===== src/rtl/load_store_unit.sv =====
// Load/store unit between datapath and a word-wide data memory; sub-word stores via read-modify-write.
// Latency: load/SW 2 cycles, SB/SH 3 cycles, error 1 cycle to resp_valid; one request in flight (req_ready only in IDLE).
// Optional LSU_PERF_CNT_EN adds wrapping load/store/error counters.
module load_store_unit #(
    parameter int MEM_WORDS = 256,
    parameter int CNT_WIDTH = 16
) (
    input  logic        clk,
    input  logic        rst_n,
    input  logic        req_valid,
    output logic        req_ready,
    input  logic        req_write,
    input  logic [1:0]  req_size,
    input  logic        req_signed,
    input  logic [31:0] req_addr,
    input  logic [31:0] req_wdata,
    output logic        resp_valid,
    output logic [31:0] resp_rdata,
    output logic        resp_error,
    output logic        MemRead,
    output logic        MemWrite,
    output logic [31:0] Address,
    output logic [31:0] WriteData,
    input  logic [31:0] ReadData
`ifdef LSU_PERF_CNT_EN
    ,
    output logic [CNT_WIDTH-1:0] load_count,
    output logic [CNT_WIDTH-1:0] store_count,
    output logic [CNT_WIDTH-1:0] err_count
`endif
);

    typedef enum logic [2:0] {S_IDLE, S_RD, S_RMW_RD, S_WR, S_RESP} state_t;

    state_t      state, next_state;
    logic        write_q, signed_q, err_q;
    logic [1:0]  size_q;
    logic [31:0] addr_q;
    logic [31:0] data_q;
    logic        accept, req_err, mem_wr;
    logic [4:0]  sh;
    logic [7:0]  lane_b;
    logic [15:0] lane_h;
    logic [31:0] load_val, merged;

    assign accept = req_valid && req_ready;

    always_comb begin
        req_err = 1'b0;
        if (req_size == 2'b11)                           req_err = 1'b1;
        if (req_size == 2'b01 && req_addr[0])            req_err = 1'b1;
        if (req_size == 2'b10 && req_addr[1:0] != 2'b00) req_err = 1'b1;
        if ({2'b00, req_addr[31:2]} >= 32'(MEM_WORDS))   req_err = 1'b1;
    end

    // Lane extraction and merge work on the registered address.
    assign sh     = {addr_q[1:0], 3'b000};
    assign lane_b = ReadData[sh +: 8];
    assign lane_h = addr_q[1] ? ReadData[31:16] : ReadData[15:0];

    always_comb begin
        load_val = ReadData;
        merged   = ReadData;
        case (size_q)
            2'b00: begin
                load_val = {{24{signed_q & lane_b[7]}}, lane_b};
                merged   = (ReadData & ~(32'h0000_00FF << sh)) | ({24'h0, data_q[7:0]} << sh);
            end
            2'b01: begin
                load_val = {{16{signed_q & lane_h[15]}}, lane_h};
                merged   = (ReadData & ~(32'h0000_FFFF << sh)) | ({16'h0, data_q[15:0]} << sh);
            end
            default: ;
        endcase
    end

    always_ff @(posedge clk) begin
        if (!rst_n) state <= S_IDLE;
        else        state <= next_state;
    end

    always_comb begin
        next_state = state;
        req_ready  = 1'b0;
        MemRead    = 1'b0;
        mem_wr     = 1'b0;
        Address    = 32'h0;
        WriteData  = 32'h0;
        resp_valid = 1'b0;
        resp_error = 1'b0;
        resp_rdata = 32'h0;
        case (state)
            S_IDLE: begin
                req_ready = 1'b1;
                if (req_valid) begin
                    if (req_err)                   next_state = S_RESP;
                    else if (!req_write)           next_state = S_RD;
                    else if (req_size == 2'b10)    next_state = S_WR;
                    else                           next_state = S_RMW_RD;
                end
            end
            S_RD: begin
                MemRead    = 1'b1;
                Address    = {addr_q[31:2], 2'b00};
                next_state = S_RESP;
            end
            S_RMW_RD: begin
                MemRead    = 1'b1;
                Address    = {addr_q[31:2], 2'b00};
                next_state = S_WR;
            end
            S_WR: begin
                mem_wr     = 1'b1;
                Address    = {addr_q[31:2], 2'b00};
                WriteData  = data_q;
                next_state = S_RESP;
            end
            S_RESP: begin
                resp_valid = 1'b1;
                resp_error = err_q;
                resp_rdata = (!write_q && !err_q) ? data_q : 32'h0;
                next_state = S_IDLE;
            end
            default: next_state = S_IDLE;
        endcase
    end

    // Reset must suppress a write already in progress in the same cycle.
    assign MemWrite = mem_wr && rst_n;

    // data_q holds store data, then the merged word (RMW) or the extended load result.
    always_ff @(posedge clk) begin
        if (!rst_n) begin
            write_q  <= 1'b0;
            signed_q <= 1'b0;
            err_q    <= 1'b0;
            size_q   <= 2'b00;
            addr_q   <= 32'h0;
            data_q   <= 32'h0;
        end else if (accept) begin
            write_q  <= req_write;
            signed_q <= req_signed;
            err_q    <= req_err;
            size_q   <= req_size;
            addr_q   <= req_addr;
            data_q   <= req_write ? req_wdata : 32'h0;
        end else if (state == S_RD) begin
            data_q   <= load_val;
        end else if (state == S_RMW_RD) begin
            data_q   <= merged;
        end
    end

`ifdef LSU_PERF_CNT_EN
    always_ff @(posedge clk) begin
        if (!rst_n) begin
            load_count  <= '0;
            store_count <= '0;
            err_count   <= '0;
        end else if (state == S_RESP) begin
            if (err_q)        err_count   <= err_count + 1'b1;
            else if (write_q) store_count <= store_count + 1'b1;
            else              load_count  <= load_count + 1'b1;
        end
    end
`endif

endmodule


===== config.mk =====
export PLATFORM = sky130hd
export DESIGN_NAME = load_store_unit
export DESIGN_NICKNAME = d
export VERILOG_FILES = /design/src/rtl/load_store_unit.sv
export SDC_FILE = /design/constraint.sdc
export NUM_CORES = 1
export LEC_CHECK = 0
export CAP_MARGIN = 15
export CELL_PAD_IN_SITES_DETAIL_PLACEMENT = 0
export CELL_PAD_IN_SITES_GLOBAL_PLACEMENT = 1
export CORE_UTILIZATION = 33
export CTS_BUF_LIST = sky130_fd_sc_hd__clkbuf_4 sky130_fd_sc_hd__clkbuf_8 sky130_fd_sc_hd__clkbuf_16
export DETAILED_ROUTE_END_ITERATION = 8
export GPL_TIMING_DRIVEN = 0
export PLACE_DENSITY_LB_ADDON = 0.1
export SYNTH_ARGS = -nofsm -noshare
export SYNTH_HDL_FRONTEND = slang
export SYNTH_SLANG_ARGS = --single-unit

===== constraint.sdc =====
create_clock -name clk -period 5.7 [get_ports clk]
set_input_delay 0.57 -clock clk [delete_from_list [all_inputs] [get_ports clk]]
set_output_delay 0.57 -clock clk [all_outputs]
set_load 0.01 [all_outputs]

After elaboration in Yosys (flattened, before gate mapping)
Index checks and enable logic that the tools add are counted.
Word-level totals
  input port bits: 103
  bits in writable memories: 0
  word-level logic and storage cells: 69
  output and inout port bits: 101
  ROM bits: 0
  bits in latches: 0
  flip-flop bits (word level): 72
  memories kept: 0
Operators by class
  shifts and indexed selects: 5
  divide/modulo/power cells: 0
  equal/unequal tests: 9
  $add $sub $neg: 0
  bitwise logic cells: 8
  muxes and demuxes: 25
  reductions and logical operators: 14
  multipliers: 0
  $lt $le $gt $ge: 1
Operator list (count)
  32-bit 2-to-1 mux: 8
  32-bit one-hot mux with 2 select lines: 2
  32-bit AND: 2
  32-bit inverter: 2
  32-bit OR: 2
  32-bit by 6-bit variable part select with 8-bit output: 1
  16-bit by 5-bit << shifter with 32-bit output: 1
  16-bit by 5-bit << shifter with 32-bit output, first input constant: 1
  8-bit by 5-bit << shifter with 32-bit output: 1
  8-bit by 5-bit << shifter with 32-bit output, first input constant: 1
  30-bit by 9-bit greater-or-equal comparator with 1-bit output, second input constant: 1
  16-bit 2-to-1 mux: 1
  1-bit 2-to-1 mux: 10
  3-bit one-hot mux with 3 select lines: 1
  3-bit by 2-bit == test with 1-bit output, second input constant: 2
  3-bit 2-to-1 mux: 2
  1-bit logical AND: 5
  2-bit by 1-bit == test with 1-bit output, second input constant: 2
  2-bit == test, second input constant: 2
  2-bit OR reduction: 2
  3-bit by 1-bit == test with 1-bit output, second input constant: 1
  3-bit == test, second input constant: 1
  3-bit zero test: 1
  3-bit nonzero test: 1
  7 further kinds: 9

Longest topological paths before layout
Gate-level depths: netlist of the first run.
  word-level depth: 8
  gate-level depth with buffers: 8
  gate-level depth less buffers: 7

Worst setup path before layout of the first run
OpenSTA, ideal clock, no wires.
  kind: reg-to-reg
  start: register addr_q[0]
  end: register data_q[16]
  cell stages (with the launch flop): 9
  setup slack: 3516 ps
  path buffers: 2
  data arrival time: 2099 ps
  path through: dfxtp_1 buf_2 buf_2 inv_1 ha_1 mux2_2 o21ai_1 a221oi_1 a211oi_1
Between the ends
  word-level cells in the longest chain between the ends: 8
  elaborated cells on any way between the ends: 17
  classes of those cells: 5 x shift; 5 x mux; 7 x bitwise
Ends and longest elaborated chain
  start: declaration: line 38  | logic [31:0] addr_q;
  start signal: assignment: line 145  | addr_q <= req_addr;
  16-bit by 5-bit << shifter with 32-bit output or 8-bit by 5-bit << shifter with 32-bit output (tied branches): line 71, 67
  32-bit inverter, on equally long branches: line 71, 67
  32-bit AND, on equally long branches: line 71, 67
  32-bit OR, on equally long branches: line 71, 67
  32-bit one-hot mux with 2 select lines: line 64  | case (size_q)
  32-bit 2-to-1 mux: line 149  | end else if (state == S_RMW_RD) begin
  32-bit 2-to-1 mux *: line 147  | end else if (state == S_RD) begin
  32-bit 2-to-1 mux *: line 140  | end else if (accept) begin
  end signal: assignment: line 146  | data_q <= req_write ? req_wdata : 32'h0;
  end signal: assignment: line 148  | data_q <= load_val;
  end signal: assignment: line 150  | data_q <= merged;
  end: declaration: line 39  | logic [31:0] data_q;
Every way passes the cells marked *; elsewhere a longest branch is shown, timed or not. The select of a mux whose other input is x is not followed.
A chain may end at the register's enable or synchronous reset.

Worst setup path in the final report of the first run
  start: register state[0]
  end: output port resp_rdata[28]
Between the ends
  word-level cells in the longest chain between the ends: 2
Ends and longest elaborated chain
  start: declaration: line 35  | state_t state, next_state;
  start signal: assignment: line 79  | else state <= next_state;
  3-bit == test: line 92  | case (state)
  32-bit 2-to-1 mux: line 92
  end: declaration: line 18  | output logic [31:0] resp_rdata,
No other way between the ends.

==> results of run 1 <==
registers in the layout, summed over array words and instances (netlist names):
name	flops
size_q	2
signed_q	1
addr_q	32
err_q	1
data_q	32
write_q	1
state	3
power by group through the flow:
stage | Clock (mW) | Combinational (mW) | Sequential, mW
after floorplan | 0 | 0.173 | 0.565
after global placement | 0 | 0.326 | 0.579
after detailed placement | 0 | 0.330 | 0.581
after CTS | 0.605 | 0.331 | 0.569
after global routing | 0.619 | 0.358 | 0.574
final | 0.595 | 0.333 | 0.571
final cells by class:
type,instances,area share
Buffer,62,0.0428
Clock buffer,10,0.0304
Clock inverter,6,0.00914
Inverter,7,0.00343
Multi-Input combinational cell,532,0.434
Sequential cell,72,0.188
Tap cell,188,0.0307
Timing Repair Buffer,201,0.262
per-layer routing:
metal | part of all wire | wire length [um]
met2 | 0.48 | 10600
met3 | 0.058 | 1280
met1 | 0.43 | 9380
met4 | 0.037 | 822
met5 | 0 | 0
worst max-delay path: stages (launching register included):
cell	delay, ns
dfxtp_1	0.30
buf_4	0.16
nor2_1	0.27
and2_1	0.20
nor3b_2	0.44
clkbuf_1	0.37
and2_1	0.18
clkdlybuf4s50_1	0.54
cells in the final DEF, fill, tap and decap left out, types with 4 or more instances in the layout:
| cell | count |
|---|---|
| a2111oi_2 | 7 |
| a211oi_1 | 16 |
| a21boi_0 | 35 |
| a21o_1 | 6 |
| a21oi_1 | 44 |
| a221o_1 | 7 |
| a221oi_1 | 13 |
| a22oi_1 | 9 |
| a32oi_1 | 15 |
| and2_1 | 99 |
| and3b_1 | 7 |
| buf_2 | 17 |
| buf_4 | 14 |
| clkbuf_1 | 27 |
| clkbuf_16 | 9 |
| clkdlybuf4s50_1 | 200 |
| dfxtp_1 | 72 |
| ha_1 | 4 |
| inv_1 | 6 |
| mux2i_1 | 12 |
| nand2_1 | 85 |
| nor2_1 | 40 |
| nor2b_1 | 12 |
| nor3_1 | 10 |
| nor4_1 | 6 |
| o211ai_1 | 5 |
| o21ai_0 | 50 |
| o311ai_1 | 6 |
cells by family (layout without fill, tap and decap cells):
group	Yosys count	count (layout)	share of synthesized area
simple gates	277	277	0.288
compound gates	235	235	0.323
flops	72	72	0.282
buf+inv	69	286	0.0692
mux	13	13	0.0257
fa+ha+maj	4	4	0.00978
other cells	1	2	0.000733
xor+xnor	1	1	0.00171
synth_stat cells (7+ instances only):
cell type	count	share of area
a221oi_1	13	0.022
and2_1	99	0.12
a22oi_1	9	0.013
nor2_1	40	0.029
nor2b_1	12	0.015
a2111oi_2	7	0.021
nor3_1	10	0.0098
o21ai_0	50	0.049
mux2i_1	12	0.023
a221o_1	7	0.014
a21boi_0	35	0.051
a21oi_1	44	0.043
dfxtp_1	72	0.28
a32oi_1	15	0.026
buf_2	16	0.016
nand2_1	85	0.062
clkbuf_1	27	0.020
buf_4	14	0.021
a211oi_1	16	0.023
and3b_1	7	0.012
stage by stage:
stage	setup WS [ns]	instances	total power [mW]	cell area [um2]	hold WS [ns]
5_1_grt	2.07	1078	1.55	7670	0.476
3_5_place_dp	2.49	1061	0.910	7360	0.452
3_3_place_gp	2.55	1061	0.905	7360	0.446
2_1_floorplan	3.52	673	0.738	5120	0.439
6_report	2.30	1078	1.50	7670	0.456
4_1_cts	2.11	1077	1.51	7660	0.461
worst min-delay path by stage:
stage / start / end / slack (ns) / cells past startpoint
after floorplan: addr_q[10]$_SDFFE_PN0P_ / addr_q[10]$_SDFFE_PN0P_ / 0.44 / 2
after global placement: addr_q[16]$_SDFFE_PN0P_ / addr_q[16]$_SDFFE_PN0P_ / 0.45 / 2
after detailed placement: addr_q[3]$_SDFFE_PN0P_ / addr_q[3]$_SDFFE_PN0P_ / 0.45 / 2
after CTS: addr_q[3]$_SDFFE_PN0P_ / addr_q[3]$_SDFFE_PN0P_ / 0.46 / 2
after global routing: addr_q[3]$_SDFFE_PN0P_ / addr_q[3]$_SDFFE_PN0P_ / 0.48 / 2
final: addr_q[3]$_SDFFE_PN0P_ / addr_q[3]$_SDFFE_PN0P_ / 0.46 / 2
==> impl_metrics.tcl, run 1 <==
set metrics [dict create \
    cts_sinks 72 \
    tightestPinTransition_ns 0.807 \
    p_leak_nw 2.84 \
    finalCriticalPeriod_ns 3.40 \
    power_density_mw_per_mm2 196 \
    via_count 5951 \
    finClkSkew_ns 0.00970 \
    finalHoldViolCount 0 \
    dpl.hpwl_mm 17.0 \
    clockBufferDepth 2 \
    avgSynthCellArea_um2 7.62 \
    ys_warn_count 0 \
    ant_nets 0 \
    seq_area_mm2 0.00144 \
    intPower_mw 1.04 \
    clk_latency_ns 0.35 \
    die-area_mm2 0.0160 \
    peakVddDrop_mv 0.124 \
    path_clk_slew_ns 0.06 \
    overflow 0 \
    rows 45 \
    synth_area_mm2 0.00512 \
    fill_cells 1516 \
    ioPinCount 204 \
    drt-pass1-iter-count 5 \
    endpoint "resp_rdata[28]" \
    seq_area_frac_synth 0.282 \
    core-area_mm2 0.0151 \
    r2r_setup_slack_ns 2.67 \
    place.gp.congestion 0.879 \
    cap_violations 0 \
    ys_types 59 \
    cts_root_buf "clkbuf_16" \
    multi_input_area_mm2 0.00333 \
    drt_iter0_drc 402 \
    start_util 0.338 \
    postCtsSetupRepairBufs 0 \
    io_buffers 200 \
    grt_max_degree 14 \
    use_met2 0.468 \
    status "finished clean" \
    timing.fmax_mhz 294 \
    ys_ff_latch 72 \
    maxSlewViolCount 0 \
    first_global_vias 5818 \
    antenna_found_initial 0 \
    synth_edf_count 0 \
    die_y_um 127 \
    min_period_over_period 0.596 \
    drc_errors 0 \
    synthCells 672 \
    critPathLaunchType "flop" \
    async_flop_share 0 \
    fin_setup_tns_ns 0 \
    timing.rr.start "addr_q[0]$_SDFFE_PN0P_" \
    grt_pass1_wl_mm 32.9 \
    diodes 0 \
    die-width_um 127 \
    drive_above_1_share 0.0787 \
    htreeDepth 3 \
    wl_mm 22.0 \
    worstSetupEndpointType "primary output" \
    relSlewSlack 0.458 \
    switching_share 0.309 \
    ctsResizeCount 0 \
    wl_per_cell_um 20.4 \
    crit_start "state[0]$_SDFFE_PN0P_" \
    comb_power_share 0.222 \
    r2r_cells 8 \
    worst-path-max-fanout 10 \
    track_usage 0.274 \
    area_growth_pct 49.8 \
    path_class "reg2out" \
    use_met3 0.0523 \
    cp.arrival_ns 2.83 \
    hold_buffers 0 \
    gr-usage-met1 0.329 \
    seqPwrFrac 0.381 \
    setup_viol 0 \
    rsz0062_at_grt "false" \
    finalNetCount 992 \
    pwr-share-clk 0.397 \
    worstPathRequired_ns 5.13 \
    power.switching_mw 0.463 \
    routed_via_density 5.52 \
    hold_class "reg2reg" \
    cts_buffers 9 \
    yosys_most_used_dff "dfxtp_1" \
    grt-busiest-layer "met2" \
    worst_r2r_endpoint "data_q[20]$_SDFFE_PN0P_" \
    fin_util 0.506 \
    cts_tree "done" \
]
(Power assumes the default switching activity.)
==> run 2: changes to the inputs <==
--- a/config.mk
+++ b/config.mk
@@ -8,7 +8,7 @@
 export CAP_MARGIN = 15
 export CELL_PAD_IN_SITES_DETAIL_PLACEMENT = 0
 export CELL_PAD_IN_SITES_GLOBAL_PLACEMENT = 1
-export CORE_UTILIZATION = 33
+export CORE_UTILIZATION = 31
 export CTS_BUF_LIST = sky130_fd_sc_hd__clkbuf_4 sky130_fd_sc_hd__clkbuf_8 sky130_fd_sc_hd__clkbuf_16
 export DETAILED_ROUTE_END_ITERATION = 8
 export GPL_TIMING_DRIVEN = 0
==> constraint.sdc (replaced) <==
create_clock -name clk -period 3.16 [get_ports clk]
set_input_delay 0.316 -clock clk [delete_from_list [all_inputs] [get_ports clk]]
set_output_delay 0.316 -clock clk [all_outputs]
set_load 0.01 [all_outputs]
==> impl_metrics.tcl, run 2 (same netlist as run 1, synthesis figures left out) <==
set metrics [dict create \
    tightestPinTransition_ns 0.739 \
    cap_violations 0 \
    worstPathRequired_ns 2.84 \
    top_layer "met4" \
    clockBufferDepth 2 \
    top_regs "addr_q (32), data_q (32), state (3)" \
    track_usage 0.265 \
    seqPwrFrac 0.356 \
    wl_per_cell_um 20.3 \
    cp.arrival_ns 2.63 \
    cpMaxStageDelayCell "clkdlybuf4s50_1" \
    ant_nets 0 \
    first_global_vias 5911 \
    start_util 0.320 \
    grt_max_degree 14 \
    drt_iter0_drc 390 \
    rows 46 \
    ioPinCount 204 \
    antenna_found_initial 0 \
    status "finished clean" \
    dpl.hpwl_mm 17.5 \
    finalHoldViolCount 0 \
    relSlewSlack 0.504 \
    final_common_cell "clkdlybuf4s50_1" \
    die-area_mm2 0.0170 \
    routed_via_density 5.41 \
    drc_errors 0 \
    intPower_mw 2.05 \
    critPathLaunchType "flop" \
    timing.fmax_mhz 339 \
    die-width_um 130 \
    crit_start "state[0]$_SDFFE_PN0P_" \
    wl_mm 22.4 \
    comb_power_share 0.209 \
    peakVddDrop_mv 0.213 \
    rsz0062_at_grt "false" \
    worstSetupEndpointType "primary output" \
    min_period_over_period 0.933 \
    area_growth_pct 51.8 \
    htreeDepth 3 \
    via_count 5982 \
    endpoint "resp_rdata[21]" \
    wl_met1_mm 9.52 \
    clk_latency_ns 0.35 \
    path_class "reg2out" \
    final_cell_mix "clkdlybuf4s50_1, and2_1, nand2_1, dfxtp_1, o21ai_0" \
    fin_setup_tns_ns 0 \
    power.switching_mw 0.841 \
    worst-path-max-fanout 10 \
    grt_pass1_wl_mm 33.4 \
    switching_share 0.291 \
    wl_met3_mm 1.24 \
    path_cells "buf_4, nor2_1, and2_1, nor3b_4, buf_4, clkbuf_2, and2_1, clkdlybuf4s50_1" \
    io_buffers 200 \
    cts_buffers 9 \
    finClkSkew_ns 0.00854 \
    cp.depth 8 \
    power_density_mw_per_mm2 372 \
    hold_class "reg2reg" \
    r2r_setup_slack_ns 0.36 \
    critPathBufInv 4 \
    cts_root_buf "clkbuf_16" \
    maxSlewViolCount 0 \
    finalNetCount 992 \
    fill_cells 1611 \
    drive_above_1_share 0.0831 \
    cts_tree "done" \
    wl_met2_mm 11.1 \
    p_leak_nw 2.88 \
    pwr-share-clk 0.435 \
    diodes 0 \
    worst_r2r_endpoint "data_q[18]$_SDFFE_PN0P_" \
    place.gp.congestion 0.888 \
    finalCriticalPeriod_ns 2.95 \
    overflow 0 \
    timing.rr.start "addr_q[0]$_SDFFE_PN0P_" \
    slowest_delay_ns 0.54 \
    die_y_um 130 \
    r2r_cells 8 \
    drt-pass1-iter-count 5 \
    critPathTopFamily "buffers and inverters" \
    fin_hold_ws_ns 0.457 \
    setup_viol 0 \
    core-area_mm2 0.0160 \
    path_clk_slew_ns 0.06 \
    cts_sinks 72 \
]
## run 2: what timing repair did
| item | CTS | global route |
|---|---|---|
| gates resized for setup | 4 | 2 |
| endpoints found under the hold margin | 0 | 0 |
| hold buffers | 0 | 0 |
| buffers inserted | 0 | 1 |
| endpoints found under the setup margin | 60 | 30 |
## run 2: how the worst min path moves through the flow
stage	startpoint	endpoint	slack [ns]	cells after the start
after floorplan	addr_q[10]$_SDFFE_PN0P_	addr_q[10]$_SDFFE_PN0P_	0.44	2
after global placement	addr_q[19]$_SDFFE_PN0P_	addr_q[19]$_SDFFE_PN0P_	0.45	2
after detailed placement	addr_q[8]$_SDFFE_PN0P_	addr_q[8]$_SDFFE_PN0P_	0.45	2
after CTS	addr_q[8]$_SDFFE_PN0P_	addr_q[8]$_SDFFE_PN0P_	0.46	2
after global routing	addr_q[23]$_SDFFE_PN0P_	addr_q[23]$_SDFFE_PN0P_	0.48	2
final	addr_q[8]$_SDFFE_PN0P_	addr_q[8]$_SDFFE_PN0P_	0.46	2
## run 2: metal layers
layer  up-vias  track usage
met5         -            0
met4         0        0.113
met3        34       0.0342
met2       256        0.468
met1      2852        0.323
li1       2840            -
## run 2: through the flow
| step | utilization | worst slack (ns) | instances | area, um2 | power [mW] |
|---|---|---|---|---|---|
| finish | 0.486 | 0.211 | 1106 | 7770 | 2.89 |
| global route | 0.486 | 0.0503 | 1106 | 7770 | 3.00 |
| CTS | 0.485 | 0.0315 | 1105 | 7760 | 2.90 |
| detailed placement | 0.462 | 0.217 | 1089 | 7390 | 1.64 |
| global placement | 0.462 | 0.259 | 1089 | 7390 | 1.63 |
| floorplan | - | 0.976 | 673 | 5120 | 1.33 |
## run 2: area by class of cell
cell class,count,area (um2),area share
buffer,62,332,0.0427
clock buffer,10,239,0.0308
clock inverter,6,115,0.0148
inverter,7,26.3,0.00338
multi-input combinational,532,3340,0.429
sequential,72,1440,0.186
tap,216,270,0.0348
timing repair buffer,201,2010,0.259
## run 2: worst register-to-register path, delay by kind of cell, from the launching register on
family	cells	cell delay [ns]
multiplexers	1	0.26
adder cells (fa/ha/maj)	1	0.28
AO/OA/AOI/OAI	3	1.04
buffers and inverters	3	0.65
flip-flops	1	0.48
## run 2: power groups by stage
stage / combinational (mW) / clock, mW / sequential, mW
floorplan: 0.312 / 0 / 1.02
global placement: 0.588 / 0 / 1.04
detailed placement: 0.595 / 0 / 1.05
CTS: 0.599 / 1.27 / 1.03
global route: 0.650 / 1.32 / 1.04
finish: 0.604 / 1.26 / 1.03
